**config.mk**
```make
export PLATFORM = sky130hd
export DESIGN_NAME = req_arbiter8
export DESIGN_NICKNAME = d
export VERILOG_FILES = /design/src/rtl/arb_pkg.sv /design/src/rtl/rr_select8.sv /design/src/rtl/req_arbiter8.sv
export SDC_FILE = /design/constraint.sdc
export NUM_CORES = 1
export LEC_CHECK = 0
export BUFFER_PORTS_ARGS = -buffer_cell sky130_fd_sc_hd__buf_2
export CORE_ASPECT_RATIO = 1.25
export CORE_MARGIN = 1
export CORE_UTILIZATION = 49
export CTS_BUF_LIST = sky130_fd_sc_hd__clkbuf_16
export CTS_CLUSTER_DIAMETER = 120
export DETAILED_ROUTE_END_ITERATION = 8
export PLACE_DENSITY = 0.75
export SYNTH_ARGS = -nofsm -noshare
export SYNTH_HDL_FRONTEND = slang
export SYNTH_HIERARCHICAL = 1
export SYNTH_SLANG_ARGS = --single-unit
```
**constraint.sdc**
```tcl
create_clock -name clk -period 2.8 [get_ports clk]
set_input_delay 0.56 -clock clk [delete_from_list [all_inputs] [get_ports clk]]
set_output_delay 0.56 -clock clk [all_outputs]
set_load 0.05 [all_outputs]
```
**src/rtl/arb_pkg.sv**
```systemverilog
// Shared constants and state type for the 8-requester arbiter.
package arb_pkg;
   localparam int NREQ = 8;
   localparam int IDW  = 3;

   typedef enum logic {
      ST_IDLE  = 1'b0,
      ST_GRANT = 1'b1
   } state_t;
endpackage

```
**src/rtl/rr_select8.sv**
```systemverilog
// Combinational 8-to-3 priority select with optional rotation; the requester
// just below base wins first, base itself is searched last.
module rr_select8
   import arb_pkg::*;
(
   input  logic [NREQ-1:0] req,
   input  logic [IDW-1:0]  base,
   input  logic            mode,
   output logic            sel_valid,
   output logic [IDW-1:0]  sel_id
);

   logic [IDW-1:0]  rot_base;
   logic [NREQ-1:0] req_rot;
   logic [IDW-1:0]  pos;

   // fixed priority is the rotation with base 0
   assign rot_base = mode ? base : '0;

   always_comb begin
      req_rot = '0;
      for (int k = 0; k < NREQ; k++) begin
         req_rot[k] = req[IDW'(k + int'(rot_base))];
      end
   end

   always_comb begin
      pos = '0;
      for (int k = 0; k < NREQ; k++) begin
         if (req_rot[k]) pos = IDW'(k);
      end
   end

   assign sel_valid = |req;
   assign sel_id    = pos + rot_base;

endmodule

```
**src/rtl/req_arbiter8.sv**
```systemverilog
// Sequential 8-way arbiter: registered one-hot grant, round-robin or fixed
// priority, hold-time limit with a one-cycle preempt pulse.
//
//   state    | meaning
//   ---------+----------------------------------------------------------
//   ST_IDLE  | no owner; arbitrate req when en = 1, outputs gnt = 0
//   ST_GRANT | owner gnt_id holds the resource until release/limit/abort
module req_arbiter8
   import arb_pkg::*;
#(
   parameter int HOLD_MAX = 15,
   parameter int HOLD_W   = 4
)
(
   input  logic             clk,
   input  logic             rst,
   input  logic             en,
   input  logic             mode,
   input  logic [NREQ-1:0]  req,
   input  logic             done,
   output logic [NREQ-1:0]  gnt,
   output logic [IDW-1:0]   gnt_id,
   output logic             gnt_valid,
   output logic             preempt
);

   localparam logic [HOLD_W-1:0] HOLD_LAST =
      (HOLD_MAX == 0) ? '0 : HOLD_W'(HOLD_MAX - 1);

   state_t              state, state_nx;
   logic [NREQ-1:0]     gnt_nx;
   logic [IDW-1:0]      gnt_id_nx;
   logic                gnt_valid_nx;
   logic                preempt_nx;
   logic [HOLD_W-1:0]   hold_cnt, hold_cnt_nx;
   logic [IDW-1:0]      last_ptr, last_ptr_nx;
   logic                sel_valid;
   logic [IDW-1:0]      sel_id;
   logic                limit_hit;

   rr_select8 u_sel (
      .req       (req),
      .base      (last_ptr),
      .mode      (mode),
      .sel_valid (sel_valid),
      .sel_id    (sel_id)
   );

   assign limit_hit = (HOLD_MAX != 0) && (hold_cnt == HOLD_LAST);

   always_comb begin
      state_nx     = state;
      gnt_nx       = gnt;
      gnt_id_nx    = gnt_id;
      gnt_valid_nx = gnt_valid;
      preempt_nx   = 1'b0;
      hold_cnt_nx  = hold_cnt;
      last_ptr_nx  = last_ptr;
      case (state)
         ST_IDLE: begin
            gnt_nx       = '0;
            gnt_valid_nx = 1'b0;
            hold_cnt_nx  = '0;
            if (en && sel_valid) begin
               state_nx     = ST_GRANT;
               gnt_nx       = NREQ'(1) << sel_id;
               gnt_id_nx    = sel_id;
               gnt_valid_nx = 1'b1;
               last_ptr_nx  = sel_id;
            end
         end
         ST_GRANT: begin
            // abort and normal release take precedence over the hold limit
            if (!en || done || !req[gnt_id]) begin
               state_nx     = ST_IDLE;
               gnt_nx       = '0;
               gnt_valid_nx = 1'b0;
            end else if (limit_hit) begin
               state_nx     = ST_IDLE;
               gnt_nx       = '0;
               gnt_valid_nx = 1'b0;
               preempt_nx   = 1'b1;
            end else if (hold_cnt != '1) begin
               hold_cnt_nx = hold_cnt + 1'b1;
            end
         end
         default: state_nx = ST_IDLE;
      endcase
   end

   always_ff @(posedge clk or posedge rst) begin
      if (rst) begin
         state     <= ST_IDLE;
         gnt       <= '0;
         gnt_id    <= '0;
         gnt_valid <= 1'b0;
         preempt   <= 1'b0;
         hold_cnt  <= '0;
         last_ptr  <= '0;
      end else begin
         state     <= state_nx;
         gnt       <= gnt_nx;
         gnt_id    <= gnt_id_nx;
         gnt_valid <= gnt_valid_nx;
         preempt   <= preempt_nx;
         hold_cnt  <= hold_cnt_nx;
         last_ptr  <= last_ptr_nx;
      end
   end

endmodule

```
==> flow_metrics.env, run 1 <==
export IMPL_outcome="finished with violations"
export IMPL_violations="negative setup slack"
export IMPL_synth_top_area_share_pct=33.03
export IMPL_cp_max_fo=6
export IMPL_diodes=0
export IMPL_std_cell_rows=21
export IMPL_drt_total_wl_mm=3.857
export IMPL_avgSynthCellArea_um2=9.672
export IMPL_dp_hpwl_mm=2.570
export IMPL_dp_cells=222
export IMPL_place_port_buffers=25
export IMPL_p_comb_share_pct=69.1
export IMPL_start_kind="flip-flop"
export IMPL_cp_arrival_ns=3.15
export IMPL_p_per_area_nw_per_um2=1156
export IMPL_ys_flop_type="dfrtp_1"
export IMPL_overflow=0
export IMPL_synthesis_area_um2=1364
export IMPL_period_needed_ns=3.019
export IMPL_utilization_pct=74.68
export IMPL_synth_most_common_cell="nand2_1"
export IMPL_layout_drive_gt1_share_pct=45.73
export IMPL_synth_nets=159
export IMPL_ys_warnings_count=6
export IMPL_finClkSkew_ns=0.004405
export IMPL_clk_pin_slew_ns=0.05
export IMPL_fin_setup_tns_ns=-1.529
export IMPL_fin_crit_sh_pct=107.8
export IMPL_worst_slack_ns=-0.2189
export IMPL_dp_slack_ns=-0.5486
export IMPL_htreeDepth=1
export IMPL_pwr_share_clk_pct=12.5
export IMPL_grt_pass1_vias=1310
export IMPL_die_w_um=49.19
export IMPL_yosys_area_top_type="dfrtp_1"
export IMPL_synth_cell_types=41
export IMPL_clock_latency_ns=0.25
export IMPL_async_flop_share_pct=100.0
export IMPL_via_count=1341
export IMPL_seqPwrFrac_pct=18.4
export IMPL_synth_edf_count=0
export IMPL_rsz0062_at_grt="true"
export IMPL_drt_first_pass_iters=4
export IMPL_synthCells=141
export IMPL_finalMaxSlewViolations=0
export IMPL_postCtsHoldBufs=0
export IMPL_numCtsBuffers=3
export IMPL_ios=26
export IMPL_dieArea_um2=3000
export IMPL_tightest_slew_ns=0.6729
export IMPL_peakVddDrop_mv=0.7561
export IMPL_ys_seq_elements=18
export IMPL_slew_headroom_pct=55.09
export IMPL_synth_common_cells="22 x nand2_1, 18 x dfrtp_1, 16 x mux2i_1"
export IMPL_power_switching_share_pct=47.79
export IMPL_drt_iter0_markers=26
export IMPL_crit_chain="nand2_8 -> ha_4 -> mux4_2 -> buf_6 -> a31o_4 -> fa_2 -> xor2_2 -> xnor2_2 -> nor2_2 -> a32o_1"
export IMPL_drc=0
export IMPL_holdWs_ns=0.4038
export IMPL_chipHeight_um=60.99
export IMPL_area_growth_pct=45.32
export IMPL_floorplan_initialDensity_pct=51.39
export IMPL_finalHoldViolations=0
export IMPL_cts_tree="built"
export IMPL_clockRootBuffer="clkbuf_16"
export IMPL_ys_top_cells_by_area="dfrtp_1 33%, mux2i_1 12%, nand2_1 6.1%"
export IMPL_power_net_switching_mw=1.095
export IMPL_wl_per_cell_um=16.55
export IMPL_antenna_found_initial=0
export IMPL_power_mw=2.291
export IMPL_p_int_mw=1.196
export IMPL_hp_class="in2async"
export IMPL_grt_max_degree=19
export IMPL_postRouteAntennaNets=0
export IMPL_grt_pass1_wl_mm=6.099
export IMPL_slowest_stage="mux4_2"
export IMPL_cts_buffer_depth=2
export IMPL_setup_violations=10
export IMPL_coreArea_um2=2654
export IMPL_design_area_um2=1982
export IMPL_clock_sinks=18
export IMPL_grtUsageTotal_pct=27.13
export IMPL_cellLeakagePower_nw=0.9687
export IMPL_vias_per_cell=5.755
export IMPL_ys_seq_area_share_pct=33.03
export IMPL_critPathKind="reg2reg"
export IMPL_end_kind="flip-flop"
export IMPL_routabilityCongestion=0.8414
export IMPL_max_freq_mhz=331.2
export IMPL_maxCapViolCount=0
export IMPL_placed_cell_area_um2=1722
export IMPL_nFillCells=197
export IMPL_stdcell_count=233
export IMPL_cp_required_ns=2.93
export IMPL_cpPeakStageDelay_ns=0.56
export IMPL_layout_nets=218
area by class of cell:
class / count / area [um^2] / area share (%)
Timing Repair Buffer: 56 / 371.6 / 18.75
Tap cell: 34 / 42.54 / 2.146
Inverter: 12 / 45.04 / 2.273
Multi-Input combinational cell: 109 / 989.7 / 49.94
Clock inverter: 1 / 3.754 / 0.1894
Clock buffer: 3 / 75.07 / 3.788
Sequential cell: 18 / 454.2 / 22.92
registers in the layout, summed over array words and instances, names as in the netlist:
signal,flops
hold_cnt,4
last_ptr,3
gnt,8
preempt,1
gnt_valid,1
state,1
repair_timing:
item,in CTS,in global routing
gates resized for setup,19,6
setup buffers,4,2
cloned,1,0
pin swaps,9,8
endpoints found under the setup margin,10,10
worst max-delay path: cells and delay by family (launching register included):
family                   cells  cell delay, ns
flip-flops                   1            0.47
AO/OA/AOI/OAI                2            0.48
adder cells (fa/ha/maj)      2            0.65
XOR/XNOR                     2            0.41
multiplexers                 1            0.56
AND/OR/NAND/NOR              2            0.19
buffers and inverters        1            0.15
per-layer routing:
layer	GRT usage [%]	vias to the layer above	part of all wire, %
met5	0	-	0
met4	11.76	0	2.2
met3	3.759	12	1.7
met2	52.25	22	55
met1	29.95	670	41
li1	-	637	-
path summary, 6_finish.rpt:
kind	slack, ns	from	cells after the start	to
setup reg to reg	-0.22	last_ptr[0]$_DFFE_PP0P_	10	gnt[1]$_DFFE_PP0P_
max in group asynchronous	1.92	rst	2	last_ptr[1]$_DFFE_PP0P_
hold reg to reg	0.48	gnt_valid$_DFFE_PP0P_	1	gnt_valid$_DFFE_PP0P_
setup / recovery	-0.22	last_ptr[0]$_DFFE_PP0P_	10	gnt[1]$_DFFE_PP0P_
min in group clk	0.48	gnt_valid$_DFFE_PP0P_	1	gnt_valid$_DFFE_PP0P_
hold / removal	0.40	rst	2	gnt[7]$_DFFE_PP0P_
cell families (layout without fill, tap and decap cells):
logic type / Yosys count / in the layout / synth area share [%]
XOR/XNOR: 5 / 5 / 3.212
adder cells (fa/ha/maj): 5 / 5 / 5.138
multiplexers: 21 / 21 / 19.72
flip-flops: 18 / 18 / 33.03
AO/OA/AOI/OAI: 28 / 28 / 15.23
AND/OR/NAND/NOR: 49 / 50 / 18.17
buffers and inverters: 15 / 72 / 5.504
power groups by stage:
| stage | sequential, mW | combinational [mW] | clock, mW |
|---|---|---|---|
| finish | 0.422 | 1.58 | 0.286 |
| global route | 0.432 | 1.69 | 0.297 |
| CTS | 0.415 | 1.49 | 0.284 |
| detailed placement | 0.407 | 1.34 | 0 |
| global placement | 0.403 | 1.31 | 0 |
| floorplan | 0.647 | 0.717 | 0 |
cells in the final DEF (no fill, tap or decap), types with 4 or more instances in the layout:
cell type and instances:
a32o_1 4, buf_2 24, buf_4 29, dfrtp_1 15, inv_1 11, mux2i_1 12
nand2_1 20, nand3_1 4, nor2_1 4, o21ai_0 4
No activity file was read; power rests on OpenSTA's default activity.
==> run 2: changes to the inputs <==
--- a/config.mk
+++ b/config.mk
@@ -5,14 +5,15 @@
 export SDC_FILE = /design/constraint.sdc
 export NUM_CORES = 1
 export LEC_CHECK = 0
+export ABC_AREA = 1
 export BUFFER_PORTS_ARGS = -buffer_cell sky130_fd_sc_hd__buf_2
 export CORE_ASPECT_RATIO = 1.25
 export CORE_MARGIN = 1
-export CORE_UTILIZATION = 49
+export CORE_UTILIZATION = 51
 export CTS_BUF_LIST = sky130_fd_sc_hd__clkbuf_16
 export CTS_CLUSTER_DIAMETER = 120
 export DETAILED_ROUTE_END_ITERATION = 8
-export PLACE_DENSITY = 0.75
+export PLACE_DENSITY = 0.76
 export SYNTH_ARGS = -nofsm -noshare
 export SYNTH_HDL_FRONTEND = slang
 export SYNTH_HIERARCHICAL = 1
==> run 2 against run 1 <==
  * The flow finishes with violations (design-rule violations)
  * Power rose by 14%
  * Final cell count rose by 40%
  * Register-to-register slack improved by 0.25 ns
  * First-iteration DRC count rose by 77%
  * Non-clock buffer count fell by 5
  * Global-route usage fell by 1.7 points
  * Combinational power rose by 20%
  * Routed wire length rose by 2.3%
  * Critical path depth rose by 12
  * Largest power group unchanged
  * Flip-flop and latch count did not move
  * Critical path type unchanged
  * Fmax rose by 9.2%
  * Sequential power barely moved
==> flow_metrics.env, run 2 <==
export IMPL_finalHoldViolations=0
export IMPL_grt_pass1_vias=1570
export IMPL_finalMaxSlewViolations=0
export IMPL_ys_seq_elements=18
export IMPL_max_freq_mhz=361.7
export IMPL_synthCells=239
export IMPL_synth_common_cells="95 x nand2_1, 39 x nand3_1, 27 x inv_1"
export IMPL_utilization_pct=71.92
export IMPL_setup_violations=0
export IMPL_hp_class="in2async"
export IMPL_ys_seq_area_share_pct=28.71
export IMPL_dieArea_um2=3304
export IMPL_async_flop_share_pct=100.0
export IMPL_synth_edf_count=0
export IMPL_design_area_um2=2118
export IMPL_outcome="finished with violations"
export IMPL_clock_sinks=18
export IMPL_most_common_layout_cells="91 x nand2_1, 28 x nand3_1, 24 x inv_1, 24 x buf_2, 24 x buf_4"
export IMPL_dp_slack_ns=-0.2435
export IMPL_diodes=0
export IMPL_drt_iter0_markers=46
export IMPL_ys_flop_type="dfrtp_1"
export IMPL_critPathKind="reg2reg"
export IMPL_vias_per_cell=5.193
export IMPL_synth_nets=257
export IMPL_clockRootBuffer="clkbuf_16"
export IMPL_end_kind="flip-flop"
export IMPL_layout_drive_gt1_share_pct=37.46
export IMPL_top_regs="gnt: 8 flops, hold_cnt: 4 flops, last_ptr: 3 flops"
export IMPL_layout_nets=310
export IMPL_place_port_buffers=25
export IMPL_grt_max_degree=19
export IMPL_chipHeight_um=64.02
export IMPL_clock_latency_ns=0.25
export IMPL_holdWs_ns=0.3967
export IMPL_grtUsageTotal_pct=25.46
export IMPL_tightest_slew_ns=0.6692
export IMPL_finClkSkew_ns=0.007009
export IMPL_postCtsHoldBufs=0
export IMPL_wl_per_cell_um=12.06
export IMPL_start_kind="flip-flop"
export IMPL_numCtsBuffers=3
export IMPL_coreArea_um2=2945
export IMPL_top_register="gnt"
export IMPL_period_needed_ns=2.765
export IMPL_fin_crit_sh_pct=98.74
export IMPL_drt_first_pass_iters=6
export IMPL_avgSynthCellArea_um2=6.565
export IMPL_clk_pin_slew_ns=0.06
export IMPL_drt_total_wl_mm=3.945
export IMPL_final_common_cell="nand2_1"
export IMPL_slew_headroom_pct=55.33
export IMPL_floorplan_initialDensity_pct=53.27
export IMPL_timing_critical_path_buf_inv=3
export IMPL_placed_cell_area_um2=1917
export IMPL_postRouteAntennaNets=0
export IMPL_largest_register_ffs=8
export IMPL_routabilityCongestion=0.8963
export IMPL_synth_most_common_cell="nand2_1"
export IMPL_ios=26
export IMPL_worst_slack_ns=0.03528
export IMPL_p_per_area_nw_per_um2=1233
export IMPL_via_count=1698
export IMPL_rsz0062_at_grt="true"
export IMPL_crit_chain="nand2_4 -> ha_4 -> inv_4 -> nand3_2 -> nand3_2 -> nand2_1 -> nand2_1 -> nand2_1 -> nand2_1 -> nand2_1 -> nand2_1 -> nand2_1 -> ha_2 -> fa_2 -> xnor2_2 -> nand3b_1 -> nand2_1 -> inv_2 -> nand2_2 -> inv_2 -> nand2_1 -> nand2_1"
export IMPL_cp_arrival_ns=2.90
export IMPL_cp_max_fo=4
export IMPL_grt_pass1_wl_mm=6.382
export IMPL_cts_tree="built"
export IMPL_maxCapViolCount=0
export IMPL_htreeDepth=1
export IMPL_cts_buffer_depth=2
export IMPL_critPathTopFamily="simple AND/OR/NAND/NOR gates"
export IMPL_peakVddDrop_mv=1.044
export IMPL_synth_top_area_share_pct=28.71
export IMPL_ys_top_cells_by_area="dfrtp_1 29%, nand2_1 23%, nand3_1 12%"
export IMPL_nFillCells=254
export IMPL_power_mw=2.612
export IMPL_yosys_area_top_type="dfrtp_1"
export IMPL_synthesis_area_um2=1569
export IMPL_area_growth_pct=35.01
export IMPL_std_cell_rows=22
export IMPL_drc=2
export IMPL_antenna_found_initial=0
export IMPL_ys_warnings_count=6
export IMPL_cellLeakagePower_nw=1.268
export IMPL_die_w_um=51.61
export IMPL_violations="design-rule violations"
export IMPL_synth_cell_types=25
export IMPL_dp_hpwl_mm=3.064
export IMPL_overflow=0
export IMPL_slowest_stage="dfrtp_4"
export IMPL_cpPeakStageDelay_ns=0.50
export IMPL_path_common_cell="nand2_1"
export IMPL_cp_required_ns=2.94
## run 2: changes by cell type after synthesis, moves of 5 or more
cell,previous run,this run
inv_1,12,27
mux2i_1,16,0
nand2_1,22,95
nand2_2,0,14
nand3_1,4,39
nand3_2,0,5
## run 2: per-stage QoR
stage | TNS, ns | instances
2_1_floorplan | 0 | 239
3_3_place_gp | -1.374 | 320
3_5_place_dp | -1.935 | 320
4_1_cts | 0 | 324
5_1_grt | -0.8526 | 327
6_report | 0 | 327
## run 2: what timing repair did
action / in CTS / in global routing
hold endpoints to repair: 0 / 0
pin swaps: 0 / 13
setup endpoints to repair: 2 / 9
resized for setup: 1 / 27
cloned: 0 / 0
setup buffers: 0 / 3
## run 2: logic make-up (layout without fill, tap and decap cells)
group	after synthesis	in the layout	share of synthesized area [%]
AO/OA/AOI/OAI	5	5	1.595
XOR/XNOR	4	4	2.712
adder cells (fa/ha/maj)	5	5	4.466
buffers and inverters	35	87	9.489
flip-flops	18	18	28.71
AND/OR/NAND/NOR	172	172	53.03
## run 2: final cells by class
class	instances	area [um^2]	area share, %
Tap cell	36	45.04	2.126
Timing Repair Buffer	51	342.8	16.18
Multi-Input combinational cell	186	1070	50.50
Inverter	32	126.4	5.966
Clock inverter	1	3.754	0.1772
Clock buffer	3	75.07	3.544
Sequential cell	18	455.4	21.50
## run 2: final timing paths
path                                         start  slack, ns                 endpoint  cells after the start
setup reg to reg           last_ptr[1]$_DFFE_PP0P_       0.04       gnt[4]$_DFFE_PP0P_                     22
setup / recovery           last_ptr[1]$_DFFE_PP0P_       0.04       gnt[4]$_DFFE_PP0P_                     22
hold reg to reg                 gnt[0]$_DFFE_PP0P_       0.46       gnt[0]$_DFFE_PP0P_                      2
max in group asynchronous                      rst       1.91  last_ptr[1]$_DFFE_PP0P_                      2
min in group clk                gnt[0]$_DFFE_PP0P_       0.46       gnt[0]$_DFFE_PP0P_                      2
hold / removal                                 rst       0.40  last_ptr[1]$_DFFE_PP0P_                      2
## run 2: report_power, final
part / switching, mW / internal [mW] / total, mW
sequential: 0.0716 / 0.347 / 0.419
combinational: 1.16 / 0.744 / 1.90
clock: 0.100 / 0.190 / 0.290
total: 1.33 / 1.28 / 2.61
## run 2: metal layers
layer	share of wire [%]	wire length (um)	vias to the layer above	GRT usage, %
li1	-	-	861	-
met4	2.1	84	0	10.81
met2	55	2175	39	49.51
met1	39	1555	790	25.59
met3	3.3	130	8	3.571
met5	0	0	-	0
